File: config.mk
export PLATFORM = sky130hd
export DESIGN_NAME = nearest_upsample_2x
export DESIGN_NICKNAME = d
export VERILOG_FILES = /design/src/rtl/nearest_upsample_2x.sv
export SDC_FILE = /design/constraint.sdc
export NUM_CORES = 1
export LEC_CHECK = 0
export BUFFER_PORTS_ARGS = -buffer_cell sky130_fd_sc_hd__buf_4
export CAP_MARGIN = 20
export CORE_MARGIN = 4
export CORE_UTILIZATION = 50
export CTS_CLUSTER_DIAMETER = 60
export DETAILED_ROUTE_END_ITERATION = 6
export PLACE_DENSITY = 0.67
export SETUP_SLACK_MARGIN = 0.02
export SLEW_MARGIN = 20
export SYNTH_ARGS = -nofsm -noshare
export SYNTH_HDL_FRONTEND = slang
export SYNTH_SLANG_ARGS = --single-unit
File: constraint.sdc
create_clock -name clk -period 2.6 [get_ports clk]
set_clock_uncertainty 0.05 [all_clocks]
set_input_delay 0.26 -clock clk [delete_from_list [all_inputs] [get_ports clk]]
set_output_delay 0.26 -clock clk [all_outputs]
set_load 0.05 [all_outputs]
File: src/rtl/nearest_upsample_2x.sv
// -----------------------------------------------------------------------------
// nearest_upsample_2x
//   Expands a raster-scan feature map of IN_WIDTH x IN_HEIGHT signed pixels to
//   2*IN_WIDTH x 2*IN_HEIGHT by nearest-neighbour replication: every input
//   pixel becomes a 2x2 block of identical output pixels.
//
//   Each input row is handled in two passes:
//     FILL   - emits output row 2*ry while accepting the input row. Every
//              accepted pixel is emitted twice and also saved in a one-row
//              line buffer.
//     REPLAY - emits output row 2*ry+1 from the line buffer. No input is
//              accepted in this pass.
//
//   Ports
//     clk           in   rising-edge clock
//     rst_n         in   asynchronous active-low reset
//     start_signal  in   begin a frame (only looked at while idle)
//     pixel_valid   in   pixel_in valid; a transfer needs pixel_valid && pixel_ready
//     pixel_in      in   signed input pixel, raster order
//     pixel_ready   out  block accepts pixel_in this cycle (decoded from state)
//     result_out    out  signed upsampled pixel, raster order (registered)
//     result_valid  out  result_out valid this cycle (registered)
//     done_signal   out  one-cycle frame-complete pulse (decoded from state)
// -----------------------------------------------------------------------------
module nearest_upsample_2x #(
   parameter int IN_WIDTH  = 16,
   parameter int IN_HEIGHT = 16,
   parameter int DATA_W    = 22
) (
   input  logic                     clk,
   input  logic                     rst_n,
   input  logic                     start_signal,
   input  logic                     pixel_valid,
   input  logic signed [DATA_W-1:0] pixel_in,
   output logic                     pixel_ready,
   output logic signed [DATA_W-1:0] result_out,
   output logic                     result_valid,
   output logic                     done_signal
);

   localparam int CX_W = (IN_WIDTH  > 1) ? $clog2(IN_WIDTH)  : 1;
   localparam int RY_W = (IN_HEIGHT > 1) ? $clog2(IN_HEIGHT) : 1;

   localparam logic [CX_W-1:0] CX_LAST = CX_W'(IN_WIDTH - 1);
   localparam logic [RY_W-1:0] RY_LAST = RY_W'(IN_HEIGHT - 1);

   typedef enum logic [1:0] {
      ST_IDLE   = 2'd0,
      ST_FILL   = 2'd1,
      ST_REPLAY = 2'd2,
      ST_DONE   = 2'd3
   } state_t;

   state_t                     state_r;
   logic [CX_W-1:0]            cx_r;
   logic [RY_W-1:0]            ry_r;
   logic                       ph_r;       // 0: first copy of a pixel, 1: second copy
   logic signed [DATA_W-1:0]   line_buf_r [IN_WIDTH];
   logic signed [DATA_W-1:0]   result_out_r;
   logic                       result_valid_r;

   logic                       pixel_ready_s;
   logic                       done_s;
   logic                       transfer_s;

   // Handshake and completion flags decoded directly from the current state
   always_comb begin
      pixel_ready_s = 1'b0;
      done_s        = 1'b0;
      case (state_r)
         ST_FILL: begin
            // Input is only taken on the first copy of each pixel
            pixel_ready_s = ~ph_r;
         end
         ST_DONE: begin
            done_s = 1'b1;
         end
         default: begin
            pixel_ready_s = 1'b0;
            done_s        = 1'b0;
         end
      endcase
   end

   assign transfer_s = pixel_valid & pixel_ready_s;

   // Frame sequencer: counters, line buffer and registered output stream
   always_ff @(posedge clk or negedge rst_n) begin
      if (!rst_n) begin
         state_r        <= ST_IDLE;
         cx_r           <= '0;
         ry_r           <= '0;
         ph_r           <= 1'b0;
         result_out_r   <= '0;
         result_valid_r <= 1'b0;
         for (int i = 0; i < IN_WIDTH; i++) begin
            line_buf_r[i] <= '0;
         end
      end else begin
         case (state_r)
            ST_IDLE: begin
               result_valid_r <= 1'b0;
               if (start_signal) begin
                  state_r <= ST_FILL;
                  cx_r    <= '0;
                  ry_r    <= '0;
                  ph_r    <= 1'b0;
               end else begin
                  state_r <= ST_IDLE;
               end
            end

            ST_FILL: begin
               if (!ph_r) begin
                  if (transfer_s) begin
                     line_buf_r[cx_r] <= pixel_in;
                     result_out_r     <= pixel_in;
                     result_valid_r   <= 1'b1;
                     ph_r             <= 1'b1;
                  end else begin
                     // Source stalled: bubble, result_out keeps its value
                     result_valid_r <= 1'b0;
                  end
               end else begin
                  // Second copy: result_out already holds the pixel
                  result_valid_r <= 1'b1;
                  ph_r           <= 1'b0;
                  if (cx_r == CX_LAST) begin
                     cx_r    <= '0;
                     state_r <= ST_REPLAY;
                  end else begin
                     cx_r <= cx_r + CX_W'(1);
                  end
               end
            end

            ST_REPLAY: begin
               result_out_r   <= line_buf_r[cx_r];
               result_valid_r <= 1'b1;
               if (!ph_r) begin
                  ph_r <= 1'b1;
               end else begin
                  ph_r <= 1'b0;
                  if (cx_r == CX_LAST) begin
                     cx_r <= '0;
                     if (ry_r == RY_LAST) begin
                        state_r <= ST_DONE;
                     end else begin
                        ry_r    <= ry_r + RY_W'(1);
                        state_r <= ST_FILL;
                     end
                  end else begin
                     cx_r <= cx_r + CX_W'(1);
                  end
               end
            end

            ST_DONE: begin
               // The last replayed pixel is still valid during this cycle
               result_valid_r <= 1'b0;
               state_r        <= ST_IDLE;
            end

            default: begin
               result_valid_r <= 1'b0;
               state_r        <= ST_IDLE;
            end
         endcase
      end
   end

   assign pixel_ready  = pixel_ready_s;
   assign done_signal  = done_s;
   assign result_out   = result_out_r;
   assign result_valid = result_valid_r;

endmodule

# Word-level counts from Yosys, hierarchy flattened
# Index checks and enable logic that the tools add are counted.
# op_classes
add_sub_neg,2
mul,0
n_div,0
magnitude_cmp,2
n_eq_ne,14
n_shift,0
n_mux,33
bitwise_logic,3
reduce_logical,14
# ops
cell,n
$bwmux W352,1
$mux W22,5
$bmux W22 S4,1
$demux W22 S4,1
$pmux W22 S2,1
$mux W4,6
$ne A2 B2 Y1 const B,8
$pmux W4 S2,2
$mux W2,5
$reduce_and A3 Y1,3
$add A4 B1 Y4 const B,2
$eq A4 B4 Y1 const B,2
$mux W1,8
$pmux W2 S4,1
$pmux W1 S3,2
$reduce_bool A2 Y1,3
$ge A5 B5 Y1 const B,1
$lt A5 B1 Y1 const B,1
$not A4 Y5,1
$reduce_and A5 Y1,1
$eq A2 B2 Y1 const B,2
$reduce_and A4 Y1,1
$reduce_or A2 Y1,2
$reduce_bool A3 Y1,1
other kinds (7),7
# totals
reg_bits,386
latchBits,0
ram_bits,0
romBits,0
inputBits,26
output_inout_bits,25
word_cells,90
mem_count,0

# Depth between registers and ports, before layout
# Gate-level depths: netlist of run 1.
# logic_depth
word_depth,6
ltp_mapped,9
mapped_depth_nobuf,6

# Worst setup path after synthesis of run 1
# OpenSTA, ideal clock, no wires.
# synth_timing
path_type,register to register
start,reg cx_r[1]
end,reg line_buf_r[67] (netlist bit)
setup_ps,125
arrival_ps,1847
required_ps,2425
slack_ps,578
stages_incl_launch_ff,9
n_path_buf,3
synth_period_minus_slack_ps,2022
cell_sequence,dfrtp_1 -> buf_2 -> buf_1 -> inv_1 -> ha_1 -> nand2_1 -> nor2_1 -> buf_4 -> mux2_2
# synth_between
elab_chain_cells,6
word_cells_on_any_way,7
classes_between,order compare (2); mux (3); bitwise (1); reduce/logical (1)
# synth_rtl
item,line,text
"start, declared",55,logic [CX_W-1:0] cx_r;
"start signal, assigned",132,cx_r <= cx_r + CX_W'(1);
"start signal, assigned",153,cx_r <= cx_r + CX_W'(1);
$not A4 Y5 (not written as such) *,116,line_buf_r[cx_r] <= pixel_in;
$ge A5 B5 Y1 (not written as such) or $lt A5 B1 Y1 (tied branches),116,
$logic_and A1 B1 Y1 (not written as such),116,
$mux W22 (not written as such),116,
$demux W22 S4 *,116,
$bwmux W352 *,116,
"end signal, assigned by index",116,
"end, declared",58,logic signed [DATA_W-1:0] line_buf_r [IN_WIDTH];
# Every way passes the cells marked *; elsewhere a longest branch is shown, timed or not.
# A chain may end at the register's enable or synchronous reset.

# Worst setup path after layout of run 1
# layout_timing
start,reg state_r[1]
end,reg line_buf_r[272] (netlist bit)
# layout_between
elab_chain_cells,4
# layout_rtl
item,line,text
"start, declared",54,state_t state_r;
"start signal, assigned",90,state_r <= ST_IDLE;
"start signal, assigned",104,state_r <= ST_FILL;
"start signal, assigned",109,state_r <= ST_IDLE;
$eq A2 B1 Y1 *,"70, 100",
$mux W1,70,case (state_r)
$and A1 B1 Y1,85,assign transfer_s = pixel_valid & pixel_ready_s;
$reduce_and A3 Y1 (no line) *,-,
# Marks and branches as above.

==> results of run 1 <==
logic make-up (layout without fill, tap and decap cells):
group	Yosys count	count (layout)	synth area share [%]
flip-flops	386	386	54.8
AND/OR/NAND/NOR	99	99	2.83
buffers and inverters	106	196	3.39
multiplexers	444	444	33.9
AO/OA/AOI/OAI	109	109	4.37
adder cells (fa/ha/maj)	10	10	0.709
what timing repair did:
item	in CTS	in global routing
setup endpoints to repair	0	0
hold buffers	3	0
hold endpoints to repair	75	0
worst min-delay path, stage by stage:
cell,delay [ns]
buf_4,0.16
nand2b_1,0.08
a31oi_1,0.08
worst max-delay path by stage:
stage,from,to,cells after the start
finish,state_r[1],line_buf_r[272],7
detailed placement,cx_r[0],result_out[9],5
floorplan,cx_r[1],line_buf_r[67],8
global placement,cx_r[0],result_out[9],5
CTS,state_r[1],line_buf_r[268],7
global route,state_r[1],line_buf_r[261],7
area by class of cell:
| cell class | instances | area share, % |
|---|---|---|
| clock buffers | 67 | 6.06 |
| clock inverters | 6 | 0.309 |
| inverters | 9 | 0.167 |
| multi-input cells | 662 | 37.1 |
| flip-flops and latches | 386 | 47.8 |
| well taps | 455 | 2.81 |
| repair buffers | 114 | 5.79 |
power groups by stage:
stage	clock network (mW)	registers, mW	logic (mW)
global placement	0	8.45	6.07
finish	5.65	8.41	6.12
CTS	5.79	8.43	6.20
global route	6.02	8.62	6.60
detailed placement	0	8.52	6.18
floorplan	0	8.80	4.11
cell usage in the layout (no fill, tap or decap), types with 3 or more instances in the layout:
master / netlist / final
mux2_2: 350 / 350
nor2_4: 0 / 9
a31oi_1: 24 / 24
clkinv_2: 0 / 3
nand2b_1: 24 / 24
mux4_2: 88 / 88
nor3_4: 0 / 4
inv_1: 9 / 9
o22ai_1: 3 / 3
nor2_2: 0 / 4
dfrtp_1: 386 / 384
ha_1: 10 / 9
and3_1: 3 / 3
buf_12: 0 / 24
clkbuf_1: 43 / 18
nor2b_1: 5 / 3
clkbuf_16: 0 / 43
o21ai_0: 3 / 3
dlygate4sd3_1: 0 / 3
nand2_1: 12 / 12
clkbuf_8: 0 / 6
buf_4: 34 / 86
a22o_1: 47 / 47
a21oi_1: 7 / 7
mux2_1: 4 / 4
nor2_1: 43 / 30
o21ai_1: 22 / 22
layer usage:
layer / vias up / GRT usage [%] / part of all wire, %
met1: 5350 / 30.6 / 46
met2: 169 / 34.0 / 48
met5: - / 0 / 0
met3: 54 / 3.14 / 4.2
li1: 4401 / - / -
met4: 0 / 4.40 / 1.9
registers in the layout (all words and copies together), names as in the netlist:
register	flops
ry_r	4
ph_r	1
state_r	2
result_out	22
result_valid	1
line_buf_r	352
cx_r	4
per-stage QoR:
step / hold WS (ns) / power, mW
6_report: 0.0320 / 20.2
5_1_grt: 0.0307 / 21.2
4_1_cts: 0.00805 / 20.4
3_5_place_dp: 0.291 / 14.7
3_3_place_gp: 0.289 / 14.5
2_1_floorplan: -0.0856 / 12.9
==> impl_metrics.tcl, run 1 <==
set metrics [dict create \
    ir_drop_uv 698 \
    pwr-share-comb_pct 30.3 \
    period_needed_ns 2.32 \
    cpPeakStageDelay_ns 0.42 \
    root_buffer "clkbuf_16" \
    synth_common_cells "dfrtp_1 (386), mux2_2 (350), mux4_2 (88)" \
    syn2layout_area_growth_pct 14.6 \
    track_usage_pct 21.0 \
    worstPathCellList "inv_1 > ha_1 > and3b_1 > nand2_1 > nor3_4 > buf_12 > mux2_2" \
    setup_violations 0 \
    max_freq_ghz 0.430 \
    yosysTopAreaCellShare_pct 54.8 \
    power.share.switching_pct 30.7 \
    initial_utilization_pct 50.8 \
    synth_ff_type "dfrtp_1" \
    die_w_um 196 \
    worstRegToRegCells 7 \
    rsz0062_at_grt "false" \
    nets 1251 \
    clk_pin_slew_ns 0.06 \
    design_area_sq_mm 0.0202 \
    maxSlewViolCount 0 \
    yosysSeqAreaShare_pct 54.8 \
    timing.final.crit_share_pct 89.4 \
    ant_nets 0 \
    design.die.area_sq_mm 0.0384 \
    cts_setup_buffers 0 \
    syn_avg_cell_area_sq_um 15.3 \
    die_height_um 196 \
    dr_total_vias 9974 \
    drt-total-wl_um 39400 \
    dr.first_iter.drc_count 426 \
    clk_latency_ns 0.54 \
    dpl.hpwl_um 24100 \
    htree_levels 2 \
    power_density_mw_per_mm2 998 \
    crit_slowest_cell "dfrtp_1" \
    min_path_type "input port to flip-flop" \
    hold_viol 0 \
    antenna_cells 0 \
    clkSinkCount 386 \
    required_ns 2.96 \
    status "complete, no violations" \
    crit_family "simple AND/OR/NAND/NOR gates" \
    post_drt_wl_per_cell_um 23.2 \
    synth-seq-cells 386 \
    yosys.cell_count.top_type "dfrtp_1" \
    drv_cap 0 \
    worstHoldStart "pixel_in[13]" \
    cts_buffers 42 \
    final.setup.tns_ns 0 \
    synth_cell_types 33 \
    min_to "result_out[13]" \
    cp.arrival_ns 2.69 \
    critPathLaunchType "flip-flop" \
    overflow 0 \
    crit_buf_inv 2 \
    drcViolationCount 0 \
    layout_setup_ws_ns 0.276 \
    r2r_setup_slack_ns 0.28 \
    pre_cts_slack_ns 0.279 \
    r2r_end "line_buf_r[272]" \
    seqPwrFrac_pct 41.7 \
    fillers 2734 \
    drive_gt1_share_pct 50.6 \
    multi_input_area_sq_mm 0.00749 \
    async_flop_share_pct 100 \
    cts_resized 0 \
    p_leak_nw 9.26 \
    antenna_found_initial 0 \
    finalWeightedCongestion 0.772 \
    rows 68 \
    p_int_mw 14.0 \
    seq_area_sq_mm 0.00967 \
    tightest_slew_ns 0.744 \
    crit_fanout 17 \
    grt_max_degree 88 \
    synth_edf_count 0 \
    crit_type "flip-flop to flip-flop" \
    grt_pass1_vias 10610 \
    dpl_cell_area_sq_mm 0.0189 \
    yosysWarnings 0 \
    cts.path.max_buffers 3 \
    yosysTopAreaCell "dfrtp_1" \
    coreArea_sq_mm 0.0347 \
    dp_cells 1623 \
    power.switching_mw 6.20 \
    syn_inst 1154 \
    holdPathStages 3 \
    syn_area_sq_mm 0.0176 \
    end_kind "flip-flop" \
    grt_pass1_wl_um 63400 \
    firstDrtPassIters 4 \
    stdcell_count 1699 \
    viasPerCell 5.87 \
    io_buffers 50 \
    ys_top_cells_by_area "dfrtp_1 (55%), mux2_2 (22%), mux4_2 (11%), a22o_1 (2.3%), buf_4 (1.4%)" \
    synth_fp_nets 1190 \
    final_core_util_pct 58.3 \
    slew_headroom_pct 50.4 \
    ios 51 \
    p_clk_share_pct 28.0 \
    tritoncts "built" \
    regToRegStartpoint "state_r[1]" \
]
Power figures use the tool's default switching activity.
==> run 2: changes to the inputs <==
Settings changed: CORE_UTILIZATION 50 to 44, PLACE_DENSITY 0.67 to 0.61.
==> impl_metrics.tcl, run 2 (synthesized netlist as in run 1, its figures left out) <==
set metrics [dict create \
    crit_slowest_cell "dfrtp_1" \
    cts_hold_buf 14 \
    drv_cap 0 \
    grt_max_degree 103 \
    final_common_cell "dfrtp_1" \
    dr.first_iter.drc_count 567 \
    syn2layout_area_growth_pct 16.2 \
    viasPerCell 5.67 \
    p_clk_share_pct 28.1 \
    coreArea_sq_mm 0.0396 \
    tightest_slew_ns 0.754 \
    cp.arrival_ns 2.78 \
    worstRegToRegCells 7 \
    overflow 0 \
    root_buffer "clkbuf_16" \
    top_register "line_buf_r" \
    timing.final.crit_share_pct 92.7 \
    clk_latency_ns 0.55 \
    period_needed_ns 2.41 \
    antenna_found_initial 0 \
    clk_pin_slew_ns 0.06 \
    dpl.hpwl_um 25700 \
    fillers 3347 \
    cts_resized 0 \
    dp_cells 1700 \
    ios 51 \
    stdcell_count 1785 \
    seq_area_sq_mm 0.00967 \
    rsz0062_at_grt "false" \
    final_core_util_pct 51.7 \
    nets 1269 \
    htree_levels 2 \
    p_leak_nw 9.37 \
    largest_reg_flops 352 \
    power.switching_mw 6.27 \
    hold_viol 0 \
    max_freq_ghz 0.415 \
    cpPeakStageDelay_ns 0.42 \
    clkSinkCount 386 \
    seqPwrFrac_pct 41.3 \
    die_w_um 208 \
    power.share.switching_pct 30.8 \
    rows 73 \
    worstPathCellList "inv_1 > ha_1 > and3b_1 > nand2_1 > nor2_4 > buf_4 > mux2_2" \
    holdPathStages 3 \
    initial_utilization_pct 44.5 \
    cts.path.max_buffers 3 \
    cts_setup_buffers 0 \
    die_height_um 208 \
    drt-total-wl_um 41400 \
    drive_gt1_share_pct 51.0 \
    maxSlewViolCount 0 \
    design.die.area_sq_mm 0.0434 \
    io_buffers 50 \
    pwr-share-comb_pct 30.6 \
    critPathLaunchType "flip-flop" \
    drcViolationCount 0 \
    tritoncts "built" \
    setup_violations 0 \
    grt_pass1_wl_um 66400 \
    antenna_cells 0 \
    ant_nets 0 \
    status "complete, no violations" \
    required_ns 2.97 \
    grt_pass1_vias 10943 \
    min_path_type "input port to flip-flop" \
    slew_headroom_pct 49.7 \
    crit_type "flip-flop to flip-flop" \
    ir_drop_uv 568 \
    multi_input_area_sq_mm 0.00751 \
    finalWeightedCongestion 0.744 \
    cts_buffers 42 \
    final_cell_mix "dfrtp_1 (384), mux2_2 (350), buf_4 (95)" \
    post_drt_wl_per_cell_um 23.2 \
    track_usage_pct 19.5 \
    power_density_mw_per_mm2 994 \
    p_int_mw 14.1 \
    final.setup.tns_ns 0 \
    dr_total_vias 10126 \
    end_kind "flip-flop" \
    crit_fanout 10 \
    firstDrtPassIters 4 \
]
==> run 2: cell count changes in the layout (fill, tap and decap cells not counted), moves of 3 or more <==
cell           before  now
clkbuf_1           18    9
clkbuf_8            6    9
nor2_4              9   12
buf_4              86   95
nor2_2              4    1
dlygate4sd3_1       3   14
clkinv_2            3    6
==> run 2: worst paths after layout <==
path	from	end	slack [ns]
max	state_r[1]	line_buf_r[49]	0.19
min	pixel_in[9]	result_out[9]	0.04
max reg2reg	state_r[1]	line_buf_r[49]	0.19
min reg2reg	line_buf_r[280]	line_buf_r[280]	0.43
max in group asynchronous	rst_n	ry_r[0]	1.46
min in group asynchronous	rst_n	line_buf_r[67]	0.12
==> run 2: worst max-delay path: cells and delay by family (launching register included) <==
kind | cells | cell delay [ns]
DFF | 1 | 0.42
and+or+nand+nor | 3 | 0.82
adders and majority gates | 1 | 0.20
buffers and inverters | 2 | 0.42
muxes | 1 | 0.38
==> run 2: per-stage QoR <==
| step | total power, mW | cell area, sq um | hold WS (ns) | worst slack, ns |
|---|---|---|---|---|
| global route | 21.5 | 20500 | 0.0280 | 0.0218 |
| detailed placement | 14.8 | 19000 | 0.111 | 0.209 |
| finish | 20.4 | 20500 | 0.0371 | 0.191 |
| floorplan | 12.9 | 17600 | -0.0856 | 0.578 |
| global placement | 14.7 | 19000 | 0.117 | 0.257 |
| CTS | 20.7 | 20500 | 0.00478 | 0.160 |
==> run 2: area by class of cell <==
type | instances | area share [%]
tap | 525 | 3.21
timing repair buffer | 132 | 6.39
clock buffer | 61 | 6.02
multi-input combinational | 662 | 36.6
inverter | 9 | 0.165
sequential | 386 | 47.2
clock inverter | 10 | 0.409
==> run 2: power groups by stage <==
stage	registers, mW	logic (mW)	clock network [mW]
2_1_floorplan	8.80	4.11	0
3_3_place_gp	8.48	6.19	0
3_5_place_dp	8.53	6.31	0
4_1_cts	8.43	6.34	5.92
5_1_grt	8.63	6.74	6.17
6_report	8.41	6.23	5.73
==> run 2: per-layer routing <==
metal | up-vias | global-route usage (%) | routed length, um
li1 | 4445 | - | -
met1 | 5453 | 27.6 | 18500
met2 | 172 | 31.5 | 20100
met3 | 56 | 3.65 | 1850
met4 | 0 | 5.01 | 954
met5 | - | 0 | 0
==> run 3: changes to the inputs <==
Settings changed: CTS_CLUSTER_DIAMETER 60 to 150, SLEW_MARGIN 20 to 10.
Clock period 2.6 ns to 2.3 ns, I/O delays scaled along.
==> impl_metrics.tcl, run 3 (synthesized netlist as in run 1, its figures left out) <==
set metrics [dict create \
    status "complete, no violations" \
    dp_cells 1704 \
    use_met1_pct 28.9 \
    p_total_mw 23.5 \
    nets 1278 \
    design_area_sq_mm 0.0209 \
    final_core_util_pct 52.6 \
    cpPeakStageDelay_ns 0.38 \
    globalRouteMet2Util_pct 31.8 \
    dr.first_iter.drc_count 504 \
    htree_levels 2 \
    coreArea_sq_mm 0.0396 \
    die_w_um 208 \
    firstDrtPassIters 4 \
    clk_latency_ns 0.53 \
    p_leak_nw 9.49 \
    tritoncts "built" \
    fillers 3355 \
    drive_gt1_share_pct 51.5 \
    crit_slowest_cell "dfrtp_1" \
    tightest_slew_ns 0.595 \
    largest_reg_flops 352 \
    ios 51 \
    finalWeightedCongestion 0.756 \
    final_cell_mix "dfrtp_1 (384), mux2_2 (350), mux4_2 (88)" \
    timing.final.crit_share_pct 93.5 \
    final_common_cell "dfrtp_1" \
    dpl_cell_area_sq_mm 0.0193 \
    top_register "line_buf_r" \
    slew_headroom_pct 60.3 \
    max_freq_ghz 0.465 \
    crit_fanout 19 \
    required_ns 2.66 \
    gr-max-usage-layer "met2" \
    grt_max_degree 69 \
    power_density_mw_per_mm2 1120 \
    overflow 0 \
    dpl.hpwl_um 25600 \
    ant_nets 0 \
    setup_violations 0 \
    r2r_setup_slack_ns 0.15 \
    die_height_um 208 \
    critPathLaunchType "flip-flop" \
    root_buffer "clkbuf_16" \
    clkSinkCount 386 \
    period_needed_ns 2.15 \
    cts_buffers 42 \
    drv_cap 0 \
    viasPerCell 5.67 \
    ir_drop_uv 548 \
    antenna_found_initial 0 \
    antenna_cells 0 \
    track_usage_pct 19.6 \
    maxSlewViolCount 0 \
    worstPathCellList "inv_1 > ha_1 > and3b_2 > nand2_2 > nor3_4 > buf_12 > mux2_2" \
    cts.path.max_buffers 3 \
    initial_utilization_pct 44.5 \
    design.die.area_sq_mm 0.0434 \
    io_buffers 50 \
    clk_pin_slew_ns 0.06 \
    post_drt_wl_per_cell_um 23.3 \
    gr-usage-met3_pct 2.62 \
    stdcell_count 1796 \
    min_path_type "input port to flip-flop" \
    cp.arrival_ns 2.51 \
    holdWs_ns 0.0229 \
    hold_viol 0 \
    rows 73 \
    dr_total_vias 10177 \
    syn2layout_area_growth_pct 18.2 \
    grt_pass1_wl_um 66700 \
    end_kind "flip-flop" \
    grt_pass1_vias 10912 \
    drt-total-wl_um 41900 \
    crit_type "flip-flop to flip-flop" \
    drcViolationCount 0 \
    rsz0062_at_grt "true" \
]
-- run 3: worst max-delay path, delay by kind of cell (launching register included) --
family / cells / cell delay, ns
AND/OR/NAND/NOR: 3 / 0.71
flip-flops: 1 / 0.38
multiplexers: 1 / 0.35
adder cells (fa/ha/maj): 1 / 0.21
buffers and inverters: 2 / 0.33
-- run 3: routing by layer --
metal | up-vias | routed length, um
met1 | 5508 | 19700
met2 | 150 | 20100
met4 | 0 | 597
li1 | 4466 | -
met5 | - | 0
met3 | 53 | 1430
-- run 3: timing repair --
| action | 4_1_cts | 5_1_grt |
|---|---|---|
| hold buffers | 19 | 0 |
| setup endpoints to repair | 75 | 352 |
| resized for setup | 0 | 5 |
| hold endpoints to repair | 164 | 0 |
| cloned | 0 | 0 |
| setup buffers | 0 | 0 |
-- run 3: path summary, 6_finish.rpt --
kind                                 startpoint         endpoint  cells past startpoint
min in group asynchronous                 rst_n   line_buf_r[67]                      2
worst min-delay path               pixel_in[18]   result_out[18]                      3
worst min register to register  line_buf_r[286]  line_buf_r[286]                      1
max in group asynchronous                 rst_n   line_buf_r[15]                      3
worst max register to register       state_r[1]  line_buf_r[337]                      7
worst max-delay path                 state_r[1]  line_buf_r[337]                      7
-- run 3: final cells by class --
class                   instances  area, sq um  share of cell area, %
clock buffers                  62         1260                   6.03
clock inverters                11          139                  0.666
inverters                       9         33.8                  0.162
multi-input cells             662         7520                   36.1
flip-flops and latches        386         9670                   46.3
well taps                     525          657                   3.15
repair buffers                141         1580                   7.59
-- run 3: per-stage QoR --
stage,worst slack (ns),TNS [ns]
2_1_floorplan,0.278,0
3_5_place_dp,-0.00528,-0.0159
3_3_place_gp,0.0153,0
6_report,0.150,0
4_1_cts,-0.0161,-0.344
5_1_grt,0.0134,0
-- run 3: power by group --
| part | leakage (nW) | internal, mW | total, mW | switching, mW |
|---|---|---|---|---|
| logic | 3.65 | 3.65 | 7.23 | 3.57 |
| registers | 5.15 | 8.56 | 9.45 | 0.890 |
| clock network | 0.685 | 4.11 | 6.78 | 2.68 |
| total | 9.49 | 16.3 | 23.5 | 7.14 |
